[src/rtl/banco_registradores_ula.sv]
// Register bank and operand-issue stage ahead of the ULA: 8-entry register file,
// write-through bypass, a pending-destination scoreboard with stall, and a flag register.

// One architectural register with its scoreboard bit.
module banco_reg_slot #(
  parameter int BITS_PALAVRA = 16
) (
  input  logic                    clock,
  input  logic                    reset,
  input  logic                    wr,
  input  logic [BITS_PALAVRA-1:0] wdata,
  input  logic                    set_pend,
  output logic [BITS_PALAVRA-1:0] q,
  output logic                    pend
);
  always_ff @(posedge clock) begin
    if (reset) begin
      q    <= '0;
      pend <= 1'b0;
    end else begin
      if (wr) q <= wdata;
      // A new reservation outranks the write-back of the previous producer.
      if (set_pend)  pend <= 1'b1;
      else if (wr)   pend <= 1'b0;
    end
  end
endmodule

module banco_registradores_ula #(
  parameter int BITS_PALAVRA = 16,
  parameter int NUM_REGS     = 8,
  parameter int ADDR_W       = 3
) (
  input  logic                    clock,
  input  logic                    reset,
  input  logic                    emitir,
  input  logic [ADDR_W-1:0]       end_leituraA,
  input  logic [ADDR_W-1:0]       end_leituraB,
  input  logic                    reserva,
  input  logic [ADDR_W-1:0]       end_reserva,
  input  logic                    en_escrita,
  input  logic [ADDR_W-1:0]       end_escrita,
  input  logic [BITS_PALAVRA-1:0] dado_escrita,
  input  logic                    en_flags,
  input  logic                    Z,
  input  logic                    C,
  input  logic                    S,
  input  logic                    O,
  output logic [BITS_PALAVRA-1:0] operandoA,
  output logic [BITS_PALAVRA-1:0] operandoB,
  output logic                    operandos_validos,
  output logic [3:0]              flags,
  output logic                    bloqueio,
  output logic [NUM_REGS-1:0]     pendentes
);
  wire  [NUM_REGS-1:0][BITS_PALAVRA-1:0] regs;
  wire  [NUM_REGS-1:0]                   pend_q;
  logic [NUM_REGS-1:0]                   wr_sel, res_sel, pe;
  logic [BITS_PALAVRA-1:0]               val_a, val_b;
  logic                                  aceito, vld_q;
  wire  [1:0]                            vld_pipe;

  assign regs[0]   = '0;
  assign pend_q[0] = 1'b0;

  generate
    for (genvar i = 1; i < NUM_REGS; i++) begin : g_slot
      banco_reg_slot #(.BITS_PALAVRA(BITS_PALAVRA)) u_slot (
        .clock    (clock),
        .reset    (reset),
        .wr       (wr_sel[i]),
        .wdata    (dado_escrita),
        .set_pend (res_sel[i]),
        .q        (regs[i]),
        .pend     (pend_q[i])
      );
    end
  endgenerate

  always_comb begin
    wr_sel = '0;
    if (en_escrita) wr_sel[end_escrita] = 1'b1;
    wr_sel[0] = 1'b0;
  end

  // A same-cycle write-back resolves the hazard it would otherwise raise.
  assign pe       = pend_q & ~wr_sel;
  assign bloqueio = emitir & (pe[end_leituraA] | pe[end_leituraB] | (reserva & pe[end_reserva]));
  assign aceito   = emitir & ~bloqueio;

  always_comb begin
    res_sel = '0;
    if (aceito && reserva) res_sel[end_reserva] = 1'b1;
    res_sel[0] = 1'b0;
  end

  always_comb begin
    val_a = regs[end_leituraA];
    if (en_escrita && end_escrita == end_leituraA) val_a = dado_escrita;
    if (end_leituraA == '0) val_a = '0;
    val_b = regs[end_leituraB];
    if (en_escrita && end_escrita == end_leituraB) val_b = dado_escrita;
    if (end_leituraB == '0) val_b = '0;
  end

  always_ff @(posedge clock) begin
    if (reset) begin
      operandoA <= '0;
      operandoB <= '0;
      vld_q     <= 1'b0;
      flags     <= 4'b0000;
    end else begin
      if (aceito) begin
        operandoA <= val_a;
        operandoB <= val_b;
      end
      vld_q <= aceito;
      if (en_flags) flags <= {Z, C, S, O};
    end
  end

  assign vld_pipe          = {vld_q, aceito};
  assign operandos_validos = vld_pipe[1];
  assign pendentes         = pend_q;
endmodule

[config.mk]
export PLATFORM = sky130hd
export DESIGN_NAME = banco_registradores_ula
export DESIGN_NICKNAME = d
export VERILOG_FILES = /design/src/rtl/banco_registradores_ula.sv
export SDC_FILE = /design/constraint.sdc
export NUM_CORES = 1
export LEC_CHECK = 0
export BUFFER_PORTS_ARGS = -buffer_cell sky130_fd_sc_hd__buf_2
export CAP_MARGIN = 10
export CORE_AREA = 2 2 138 140
export CTS_CLUSTER_SIZE = 12
export DETAILED_ROUTE_END_ITERATION = 8
export DIE_AREA = 0 0 140 142
export SYNTH_ARGS = -nofsm -noshare
export SYNTH_HDL_FRONTEND = slang
export SYNTH_SLANG_ARGS = --single-unit
[constraint.sdc]
create_clock -name clock -period 5.6 [get_ports clock]
set_clock_uncertainty 0.15 [all_clocks]
set_input_delay 0.56 -clock clock [delete_from_list [all_inputs] [get_ports clock]]
set_output_delay 0.56 -clock clock [all_outputs]
set_load 0.05 [all_outputs]
# == Yosys cells after proc, flatten, opt, wreduce, memory -nomap -nowiden ==
# Cells that the tools add are included.
# word_totals
ff_bits,156
input_bits,38
out_inout_bits,46
# op_classes
n_lt_le_gt_ge,6
eq_ne,2
mux,34
bitwise,8
n_reduce_logical,14
# ops
operator,count
16-bit binary-select mux with 3-bit select,2
16-bit 2-to-1 mux,6
1-bit 2-to-1 mux,19
"3-bit by 4-bit less-than comparator with 1-bit output, second input constant",4
8-bit 2-to-1 mux,2
2-bit nonzero test,7
1-bit binary-select mux with 3-bit select,3
8-bit AND,1
8-bit inverter,1
1-bit demux with 3-bit select,2
3-bit equality test,2
"3-bit by 1-bit >= comparator with 1-bit output, second input constant",2
3-bit logical NOT,2
1-bit logical AND,5
1-bit AND,3
1-bit bitwise OR,2
1-bit inverter,1

# == Depth between registers and ports, before layout ==
# Gate-level depths: netlist of run 1.
# logic_depth
depth_word,17
depth_mapped,10
depth_no_buf,6

# == Modules after synthesis ==
# A second synthesis of run 1 with hierarchy kept.
# unflattened
cells_unflattened,857
area_unflattened_um2,8587.0
# modules_own_cells
module,n_inst,cells_each,area_each_um2,seq_area_each_um2
banco_reg_slot,7,56,616.8,340.3
banco_registradores_ula,1,465,4269.1,740.7

# == Least setup slack after synthesis of run 1 ==
# OpenSTA, ideal clock, no wires.
# synth_path
path_type,input to output
startpoint,input end_escrita[1]
endpoint,output bloqueio
t_arrival_ns,2.359
required_time_ns,4.890
slack_ns,2.531
stages,7
n_path_buf,1
path_cell_list,nand4bb_1 > clkbuf_1 > nand2_1 > mux2_2 > a311oi_1 > nor2_1 > nor2_1
# synth_between
elab_chain_cells,12
elab_cells_between_ends,18
# synth_rtl
item,line,rtl
start: declaration,42,"input logic [ADDR_W-1:0] end_escrita,"
3-bit by 4-bit less-than comparator with 1-bit output (not written as such) / 3-bit by 1-bit >= comparator with 1-bit output (equally long branches),82,if (en_escrita) wr_sel[end_escrita] = 1'b1;
1-bit logical AND (not written as such),82,
1-bit 2-to-1 mux (not written as such),82,
1-bit demux with 3-bit select (*),82,
8-bit 2-to-1 mux (*),82,
8-bit inverter (*),87,assign pe = pend_q & ~wr_sel;
8-bit AND (*),87,
1-bit binary-select mux with 3-bit select,88,assign bloqueio = emitir & (pe[end_leituraA] | pe[end_leituraB] | (reserva & pe[end_reserva]));
1-bit 2-to-1 mux (not written as such),88,
1-bit bitwise OR / 1-bit AND (equally long branches),88,
1-bit bitwise OR (*),88,
1-bit AND (*),88,
end: declaration,53,"output logic bloqueio,"
# Mark *: on every way between the ends. The rest lies on a longest branch, timed or not. The select of a mux whose other input is x is not followed.

# == Worst setup path in the final report of run 1 ==
# layout_path
startpoint,input end_escrita[1]
endpoint,register operandoA[1]
# layout_between
elab_chain_cells,14
elab_cells_between_ends,24
# layout_rtl
item,line,rtl
3-bit by 4-bit less-than comparator with 1-bit output (not written as such) / 3-bit by 1-bit >= comparator with 1-bit output (equally long branches),82,
1-bit logical AND (not written as such),82,
1-bit 2-to-1 mux (not written as such),82,
1-bit demux with 3-bit select,82,
8-bit 2-to-1 mux,82,
8-bit inverter,87,
8-bit AND,87,
1-bit binary-select mux with 3-bit select,88,
1-bit 2-to-1 mux (not written as such),88,
1-bit bitwise OR / 1-bit AND (equally long branches),88,
1-bit bitwise OR,88,
1-bit AND,88,
1-bit inverter,89,assign aceito = emitir & ~bloqueio;
1-bit AND,89,
end signal: assignment,114,operandoA <= val_a;
end: declaration,49,"output logic [BITS_PALAVRA-1:0] operandoA,"
# Several ways; a longest one is shown, not always the timed one. The select of a mux whose other input is x is not followed.
# A chain may end at the register's enable or synchronous reset.

==> metrics.txt, run 1 <==
outcome=finished with violations; violated checks=DRC; Overall Power=2.69 mW; Clock Sinks=156; cell taking the most area after synthesis=dfxtp_1; total grt overflow=0; DP HPWL=14.8 mm; commonest cells in the netlist=235 x nand2_1, 156 x dfxtp_1, 112 x a21oi_1; final period utilization=65.7%; die height=142 um; clock root buffer=clkbuf_16; ANT cells=0; first-pass GRT wire length=38.2 mm; MaxCap Viol Count=0; Rel. slew slack=27.3%; fmax=272 MHz; post-CTS setup buffers=0; Clock Pin Slew Worst Setup and Hold Paths=0.06 ns; Synth Warn #=0; CP Launch Type=primary input; worst hold path type=in2reg; crit path kind=in2reg; worst slew pin tran=1.09 ns; syn avg cell area=8.56 um2; nets=1002; Die X=140 um; number of synthesized flops with an enable pin=0; RSZ-0062 raised after global routing=no; number of antenna violations at the first check in global routing=0; total negative slack=0 ns; Final Wtd Congestion=0.877; power per cell area=293 nW/um2; Area growth, synth to finish=12.1%; # IOs=84; post-CTS sizing=0; # hold bufs at CTS=0; global-route usage over all layers=24.8%; Final Hold Viols=0; Initial Util=44.2%; buffers added on ports=82; Synth Net Count=992; final setup violation count=0; routed via count=7034; pins over their slew limit=0; post-synth top area share=38.2%; crit path max fanout=40; largest net degree at the start of global routing=100; Worst VDD drop=0.291 mV; post-route non-filler standard cell count=1211; dpl cells=1179; per-cell routed wire length=20.0 um; post-synthesis instance total=954; H-tree Lvls=4; CP arrival=3.84 ns; top cells by area, synth=dfxtp_1 38%, nand2_1 11%, mux4_2 8.8%, a21oi_1 6.9%, mux2_2 4.6%; Cell Area, Synth=8170 um2; CTS tree=done; sequential share of the synthesized area=38.2%; ys async rst share=0%; #FFs+latches synth=156; final core occ=49.6%; CP endpoint kind=flip-flop; distinct cell type count after synthesis=45; Leak=3.25 nW; layout cells sized above 1=22.9%; floorplan core area=18500 um2; Via density=5.81; maximum clock insertion buffer count=2; WL final=24.2 mm; DIE AREA=19900 um2; Post-DRT Antenna Nets=0; Clock Latency Late Sink=0.42 ns; Iter 0 DRT Violations=552; Num CTS Buffers=17; critical path required time=5.76 ns; Final min period=3.68 ns; top_reg_cell synth=dfxtp_1; DRC violation count after routing=6; vias in the first global route=6703; first drt pass iteration count=9; FP Rows=50; most numerous cell in the Yosys netlist=nand2_1
## worst max-delay path: stages
cell and delay [ns]:
buf_2 0.33, nand4bb_1 0.62, a31oi_1 0.36, o311ai_0 0.16
a32o_1 0.28, or4_2 1.05, o32ai_1 0.44
## power breakdown
group          switching, mW  leakage [nW]  total, mW  internal (mW)
combinational          0.248          1.70      0.358          0.110
sequential            0.0188          1.26       1.16           1.14
clock                  0.448         0.292       1.17          0.721
total                  0.714          3.25       2.69           1.97
## layout by cell type, fill, tap and decap left out, drive strengths merged, types with 4 or more instances in the layout
master and count:
nand3 5, a221oi 32, nor2b 37, o21ai 64, a21oi 112, a32oi 4, buf 99, xnor2 6
inv 40, mux4 32, clkbuf 24, nor2 8, nand2 235, nand4 5, clkinv 5, mux2 33
nor3 4, dfxtp 156, mux2i 4, o32ai 37
## registers in the layout (all words and copies together) (netlist names)
register,flops
g_slot.u_slot.q,112
operandos_validos,1
operandoB,16
g_slot.u_slot.pend,7
operandoA,16
flags,4
## area by class of cell
cell class                 instances  area (um2)
fill                            1726        9300
timing repair buffer              99         541
multi-input combinational        650        4460
clock inverter                     8         115
inverter                          40         150
clock buffer                      24         472
sequential                       156        3120
tap                              234         293
## final timing paths
kind / startpoint / endpoint / slack [ns] / cells past startpoint
hold reg to reg: operandoA[15]$_SDFFE_PP0P_ / operandoA[15]$_SDFFE_PP0P_ / 0.30 / 2
setup reg to reg: g_slot[5].u_slot.pend$_SDFFE_PP0P_ / operandoA[1]$_SDFFE_PP0P_ / 2.70 / 6
setup / recovery: end_escrita[1] / operandoA[1]$_SDFFE_PP0P_ / 1.92 / 7
hold / removal: S / flags[1]$_SDFFE_PP0P_ / 0.23 / 3
## routing by layer
| metal | global-route usage [%] | part of all wire (%) | vias to the layer above |
|---|---|---|---|
| met5 | 0 | 0 | - |
| met3 | 5.82 | 8.2 | 32 |
| met4 | 8.45 | 2.3 | 0 |
| met2 | 38.9 | 44 | 281 |
| li1 | - | - | 3379 |
| met1 | 33.9 | 45 | 3342 |
## per-stage QoR
step           hold slack, ns  setup slack (ns)  area, um2
6_report                0.226              1.92       9160
5_1_grt                 0.242              1.67       9160
4_1_cts                 0.215              1.97       9160
3_5_place_dp            0.293              1.53       8570
3_3_place_gp            0.293              1.62       8570
2_1_floorplan           0.292              2.53       8170
## logic make-up after synthesis
logic type,Yosys count,synth area share (%)
other cells,1,0.0459
flops,156,38.2
mux,69,13.9
xor+xnor,6,0.644
buf+inv,148,8.08
simple gates,312,17.3
compound gates,262,21.8
Note: power is estimated with default switching activity, not from simulation.
==> inputs of run 2 (changes only) <==
==> constraint.sdc (replaced) <==
create_clock -name clock -period 3.5 [get_ports clock]
set_clock_uncertainty 0.15 [all_clocks]
set_input_delay 0.35 -clock clock [delete_from_list [all_inputs] [get_ports clock]]
set_output_delay 0.35 -clock clock [all_outputs]
set_load 0.05 [all_outputs]
==> run 2 against run 1 <==
Power increased by 58%. Cell area increased by 1.5%. Combinational power grew 64%. The flow still finishes with violations (DRC). Wire length rose by 2.0%. Clock power grew 55%. First-iteration DRC count rose by 19%. Worst hold slack lost 0.22 ns. Via count up 2.3%. Clock-buffer cell count decreased by 5. Sequential power increased by 59%. Die area unchanged.
==> metrics.txt, run 2 (synthesis gave the netlist of run 1 again) <==
violated checks=DRC (unchanged); crit path kind=in2reg (unchanged); Critical Path Max Stage Delay=0.98 ns (was 1.05 ns); total negative slack=0 ns (unchanged); commonest non-fill, non-tap cell in the layout=nand2_1 (unchanged); met1 Usage GRT=35.9% (was 33.9%); critical path required time=3.64 ns (was 5.76 ns); Leak=3.32 nW (was 3.25 nW); Filler Cell Count=1724 (was 1726); CP endpoint kind=flip-flop (unchanged); routed via count=7194 (was 7034); number of antenna violations at the first check in global routing=1 (was 0); Buf/Inv on CP=3 (was 1); CP Launch Type=primary input (unchanged); multi-input logic area=4460 um2 (about the same); first drt pass iteration count=8 (was 9); most frequent cells in the layout=235 x nand2_1, 156 x dfxtp_1, 112 x a21oi_1 (unchanged); maximum clock insertion buffer count=2 (unchanged); worst hold path type=in2reg (unchanged); pins over their slew limit=0 (unchanged); Post-DRT Antenna Nets=0 (unchanged); cell chain of the critical path=buf_2 > nand4bb_1 > buf_4 > a31oi_1 > o311a_1 > a311oi_1 > o31ai_4 > buf_4 > o32ai_2 (was buf_2 > nand4bb_1 > a31oi_1 > o311ai_0 > a32o_1 > or4_2 > o32ai_1); power per cell area=457 nW/um2 (was 293 nW/um2); Die X=140 um (unchanged); nets=1021 (was 1002); vias in the first global route=6917 (was 6703); buffers added on ports=82 (unchanged); Worst VDD drop=0.352 mV (was 0.291 mV); MaxCap Viol Count=0 (unchanged); placed cell area=8710 um2 (was 8570 um2); final period utilization=87.6%; H-tree Lvls=4 (unchanged); total grt overflow=0 (unchanged); met2 Usage GRT=39.8% (was 38.9%); CTS tree=done (unchanged); Iter 0 DRT Violations=657 (was 552); GR peak layer=met2 (unchanged); CP max-delay cell=o31ai_4 (was or4_2); Initial Util=44.2% (unchanged); design area=9290 um2 (was 9160 um2); layout cells sized above 1=24.7% (was 22.9%); Regs by FF count=g_slot.u_slot.q (112), operandoA (16), operandoB (16) (unchanged); global-route usage over all layers=25.3% (was 24.8%); Rel. slew slack=23.7% (was 27.3%); Reg with most FFs=g_slot.u_slot.q (unchanged); DIE AREA=19900 um2 (unchanged); first-pass GRT wire length=39.2 mm (was 38.2 mm); CP arrival=3.21 ns (was 3.84 ns); Overall Power=4.25 mW (was 2.69 mW); Clock Latency Late Sink=0.43 ns (was 0.42 ns); Via density=5.84 (was 5.81); per-cell routed wire length=20.0 um (about the same); max FFs per register=112 (unchanged); Final Hold Viols=0 (unchanged); FP Rows=50 (unchanged); RSZ-0062 raised after global routing=no (unchanged); DRC violation count after routing=6 (unchanged); grt met3 use=3.67% (was 5.82%); Final min period=3.07 ns; Clock Pin Slew Worst Setup and Hold Paths=0.06 ns (about the same); outcome=finished with violations (unchanged); DP HPWL=15.0 mm (was 14.8 mm); die height=142 um (unchanged); Final Wtd Congestion=0.889 (was 0.877); crit path max fanout=21 (was 40); Area growth, synth to finish=13.8% (was 12.1%); worst slew pin tran=1.14 ns (was 1.09 ns); Num CTS Buffers=17 (unchanged); largest net degree at the start of global routing=68 (was 100); CP dominant cell by count=buf_4; # IOs=84 (unchanged); WL final=24.7 mm (was 24.2 mm); clock root buffer=clkbuf_16 (unchanged); largest delay contributor family on the critical path=compound AO/OA/AOI/OAI gates (was simple AND/OR/NAND/NOR gates); floorplan core area=18500 um2 (unchanged); final setup violation count=0 (unchanged); storage element area=3120 um2 (unchanged); fmax=326 MHz; Clock Sinks=156 (unchanged)
[run 2: through the flow]
step / worst slack (ns) / hold slack, ns / std cells / util [%]
finish: 0.433 / 0.00844 / 1231 / 50.3
global route: 0.372 / 0.0272 / 1231 / 50.3
CTS: 0.473 / 0.00400 / 1230 / 50.3
detailed placement: 0.0188 / 0.293 / 1197 / 47.2
global placement: 0.125 / 0.295 / 1197 / 47.2
floorplan: 0.851 / 0.292 / 954 / -
[run 2: routing by layer]
| layer | up-vias | share of wire, % |
|---|---|---|
| li1 | 3407 | - |
| met2 | 279 | 45 |
| met3 | 37 | 6.5 |
| met1 | 3471 | 46 |
| met4 | 0 | 2.0 |
| met5 | - | 0 |
[run 2: timing repair]
action / in CTS / in global routing
endpoints found under the hold margin: 1 / 0
hold buffers: 1 / 0
setup buffers: 0 / 0
setup endpoints to repair: 0 / 0
gates resized for setup: 0 / 0
[run 2: worst paths after layout]
path	from	end	slack [ns]	cells after the start
worst max register to register	g_slot[6].u_slot.pend$_SDFFE_PP0P_	operandoA[10]$_SDFFE_PP0P_	0.71	7
worst min register to register	operandoB[15]$_SDFFE_PP0P_	operandoB[15]$_SDFFE_PP0P_	0.30	2
worst max-delay path	end_escrita[0]	operandoA[10]$_SDFFE_PP0P_	0.43	9
worst min-delay path	C	flags[2]$_SDFFE_PP0P_	0.008	3
[run 2: cell type report]
cell class | count | area share (%)
well taps | 234 | 3.15
diodes | 1 | 0.0269
clock buffers | 19 | 4.77
flip-flops and latches | 156 | 33.6
inverters | 40 | 1.62
multi-input cells | 650 | 48.0
clock inverters | 13 | 1.35
repair buffers | 118 | 7.52
[run 2: report_power, final]
part	internal, mW	total (mW)	switching, mW
registers	1.82	1.85	0.0295
logic	0.187	0.588	0.401
clock network	1.06	1.81	0.749
total	3.07	4.25	1.18
[run 2: tightest hold or removal path, cell delays in order]
cell and delay [ns]:
buf_2 0.08, mux2i_1 0.05, nor2_1 0.07
==> inputs of run 3 (changes only) <==
--- a/config.mk
+++ b/config.mk
@@ -5,6 +5,7 @@
 export SDC_FILE = /design/constraint.sdc
 export NUM_CORES = 1
 export LEC_CHECK = 0
+export ABC_AREA = 1
 export BUFFER_PORTS_ARGS = -buffer_cell sky130_fd_sc_hd__buf_2
 export CAP_MARGIN = 10
 export CORE_AREA = 2 2 138 140
==> constraint.sdc (replaced) <==
create_clock -name clock -period 2.9 [get_ports clock]
set_clock_uncertainty 0.15 [all_clocks]
set_input_delay 0.29 -clock clock [delete_from_list [all_inputs] [get_ports clock]]
set_output_delay 0.29 -clock clock [all_outputs]
set_load 0.05 [all_outputs]
==> run 3 against run 2 <==
The flow still finishes with violations (DRC). Worst hold slack improved by 0.036 ns. Setup slack got worse by 0.0039 ns. Power increased by 22%. Cell area decreased by 0.42%. Critical endpoint is now bloqueio.
==> metrics.txt, run 3 <==
critical path required time=2.46 ns (was 3.64 ns); number of antenna violations at the first check in global routing=0 (was 1); cell taking the most area after synthesis=dfxtp_1 (unchanged); Synth Net Count=1222 (was 992); post-CTS sizing=0 (unchanged); buffers added on ports=82 (unchanged); routed via count=8237 (was 7194); Synth Warn #=0 (unchanged); Flop pwr share=43.6% (about the same); clock share of power=39.9% (was 42.5%); fmax=405 MHz; R2R depth=13 (was 7); RSZ-0062 raised after global routing=no (unchanged); DP HPWL=17.6 mm (was 15.0 mm); Area growth, synth to finish=13.9% (was 13.8%); final core occ=50.1% (was 50.3%); per-cell routed wire length=18.8 um (was 20.0 um); Num CTS Buffers=17 (unchanged); clock root buffer=clkbuf_16 (unchanged); # hold bufs at CTS=8 (was 1); Final Hold Viols=0 (unchanged); outcome=finished with violations (unchanged); Leak=3.50 nW (was 3.32 nW); Final Wtd Congestion=0.905 (was 0.889); MaxCap Viol Count=0 (unchanged); DRC violation count after routing=6 (unchanged); first-pass GRT wire length=43.8 mm (was 39.2 mm); CP endpoint kind=output port (was flip-flop); worst slew pin tran=0.771 ns (was 1.14 ns); switch share=31.0% (was 27.8%); post-CTS setup buffers=0 (unchanged); Comb power frac=16.4% (was 13.8%); layout cells sized above 1=13.5% (was 24.7%); global-route usage over all layers=28.3% (was 25.3%); top_reg_cell synth=dfxtp_1 (unchanged); violated checks=DRC (unchanged); R2R Setup Slk=0.80 ns (was 0.71 ns); CP arrival=2.03 ns (was 3.21 ns); floorplan core area=18500 um2 (unchanged); distinct cell type count after synthesis=34 (was 45); Worst VDD drop=0.393 mV (was 0.352 mV); total negative slack=0 ns (unchanged); worst setup path start=g_slot[4].u_slot.pend$_SDFFE_PP0P_ (was end_escrita[0]); crit path kind=reg2out (was in2reg); Die X=140 um (unchanged); final setup violation count=0 (unchanged); worst hold path type=in2reg (unchanged); FP Rows=50 (unchanged); most frequent cells in the layout=296 x nand2_1, 156 x dfxtp_1, 103 x a21oi_1 (was 235 x nand2_1, 156 x dfxtp_1, 112 x a21oi_1); ANT cells=0 (was 1); number of synthesized flops with an enable pin=0 (unchanged); nets=1257 (was 1021); max FFs per register=112 (unchanged); die height=142 um (unchanged); Clock Sinks=156 (unchanged); worst setup path end=bloqueio (was operandoA[10]$_SDFFE_PP0P_); worst reg2reg endpoint=operandoA[15]$_SDFFE_PP0P_ (was operandoA[10]$_SDFFE_PP0P_); commonest non-fill, non-tap cell in the layout=nand2_1 (unchanged); cell chain of the critical path=inv_1 > nor2_1 > nand2_1 > nand2_1 > inv_1 > nand2_1 > nand2_1 > nand2_2 > nor2_8 > nor2_1 > buf_2 (was buf_2 > nand4bb_1 > buf_4 > a31oi_1 > o311a_1 > a311oi_1 > o31ai_4 > buf_4 > o32ai_2); Critical Path Max Stage Delay=0.40 ns (was 0.98 ns); CP dominant cell by count=nand2_1 (was buf_4); sequential share of the synthesized area=38.5% (was 38.2%); Clock Pin Slew Worst Setup and Hold Paths=0.07 ns (was 0.06 ns); H-tree Lvls=4 (unchanged); Rel. slew slack=48.5% (was 23.7%); Post-DRT Antenna Nets=0 (unchanged); CTS tree=done (unchanged); internal power=3.57 mW (was 3.07 mW); power per cell area=560 nW/um2 (was 457 nW/um2); post-route non-filler standard cell count=1466 (was 1231); syn avg cell area=6.86 um2 (was 8.56 um2); Initial Util=44.0% (was 44.2%); post-synth top area share=38.5% (was 38.2%); # IOs=84 (unchanged); Reg with most FFs=g_slot.u_slot.q (unchanged); Via density=5.62 (was 5.84); post-synthesis instance total=1184 (was 954); maximum clock insertion buffer count=2 (unchanged); CP max-delay cell=dfxtp_1 (was o31ai_4); #FFs+latches synth=156 (unchanged); commonest cells in the netlist=296 x nand2_1, 156 x dfxtp_1, 103 x a21oi_1 (was 235 x nand2_1, 156 x dfxtp_1, 112 x a21oi_1); Iter 0 DRT Violations=829 (was 657); most numerous cell in the Yosys netlist=nand2_1 (unchanged); reg-to-reg startpoint=g_slot[4].u_slot.pend$_SDFFE_PP0P_ (was g_slot[6].u_slot.pend$_SDFFE_PP0P_); DIE AREA=19900 um2 (unchanged); Cell Area, Synth=8120 um2 (was 8170 um2); Final min period=2.47 ns; Overall Power=5.18 mW (was 4.25 mW); NetSw=1.61 mW (was 1.18 mW); final period utilization=85.2%; dpl cells=1426 (was 1197); Clock Latency Late Sink=0.43 ns (about the same); WL final=27.6 mm (was 24.7 mm); vias in the first global route=7749 (was 6917); CP Launch Type=flip-flop (was primary input); pins over their slew limit=0 (unchanged); largest net degree at the start of global routing=80 (was 68); ys async rst share=0% (unchanged); total grt overflow=0 (unchanged); Regs by FF count=g_slot.u_slot.q (112), operandoA (16), operandoB (16) (unchanged); crit path max fanout=9 (was 21); top cells by area, synth=dfxtp_1 38%, nand2_1 14%, o211ai_1 6.6%, a21oi_1 6.3%, a211oi_1 5.9% (was dfxtp_1 38%, nand2_1 11%, mux4_2 8.8%, a21oi_1 6.9%, mux2_2 4.6%); first drt pass iteration count=9 (was 8)
==> run 3: how the worst min path moves through the flow <==
| stage | from | end | slack, ns | cells after the start |
|---|---|---|---|---|
| after global routing | dado_escrita[12] | g_slot[3].u_slot.q[12]$_SDFFE_PP0P_ | 0.05 | 3 |
| after detailed placement | operandoB[13]$_SDFFE_PP0P_ | operandoB[13]$_SDFFE_PP0P_ | 0.30 | 2 |
| after floorplan | en_flags | flags[0]$_SDFFE_PP0P_ | 0.28 | 2 |
| final | dado_escrita[12] | g_slot[1].u_slot.q[12]$_SDFFE_PP0P_ | 0.04 | 3 |
| after global placement | operandoB[11]$_SDFFE_PP0P_ | operandoB[11]$_SDFFE_PP0P_ | 0.29 | 2 |
| after CTS | dado_escrita[13] | g_slot[3].u_slot.q[13]$_SDFFE_PP0P_ | 0.03 | 3 |
==> run 3: power by group through the flow <==
| stage | Sequential, mW | Clock, mW | Combinational, mW |
|---|---|---|---|
| after global routing | 2.27 | 2.19 | 0.923 |
| after CTS | 2.26 | 2.09 | 0.836 |
| after floorplan | 2.41 | 0 | 0.467 |
| after global placement | 2.31 | 0 | 0.822 |
| final | 2.26 | 2.07 | 0.851 |
| after detailed placement | 2.31 | 0 | 0.825 |
==> run 3: logic make-up after synthesis <==
logic type	after synthesis	synth area share (%)
DFF	156	38.5
AOI/OAI and AO/OA	382	28.9
xor gates and xnor gates	1	0.108
other	1	0.0462
and+or+nand+nor	436	22.1
buffers and inverters	208	10.3
==> run 3: per-stage QoR <==
step                      hold slack (ns)  area (um2)  worst slack [ns]
after floorplan                     0.280        8120             0.512
after global placement              0.292        8630             0.494
after detailed placement            0.298        8630             0.499
after CTS                          0.0302        9250             0.471
after global routing               0.0464        9250             0.296
final                              0.0447        9250             0.429
==> run 3: routing by layer <==
metal	wire length (um)	global-route usage (%)	up-vias	part of all wire (%)
li1	-	-	4078	-
met4	776	10.8	0	2.8
met3	2050	5.15	66	7.4
met1	12900	40.6	3724	47
met2	11900	42.6	369	43
met5	0	0	-	0
==> run 3: cell type report <==
class,count,area (um2)
fill,1923,9200
multi-input combinational,820,4160
sequential,156,3120
timing repair buffer,125,768
clock buffer,20,447
inverter,99,372
tap,234,293
clock inverter,12,90.1
==> run 3: worst max-delay path, delay by kind of cell, from the launching register on <==
kind / cells / cell delay [ns]
simple gates: 8 / 0.84
flops: 1 / 0.40
buf+inv: 3 / 0.35
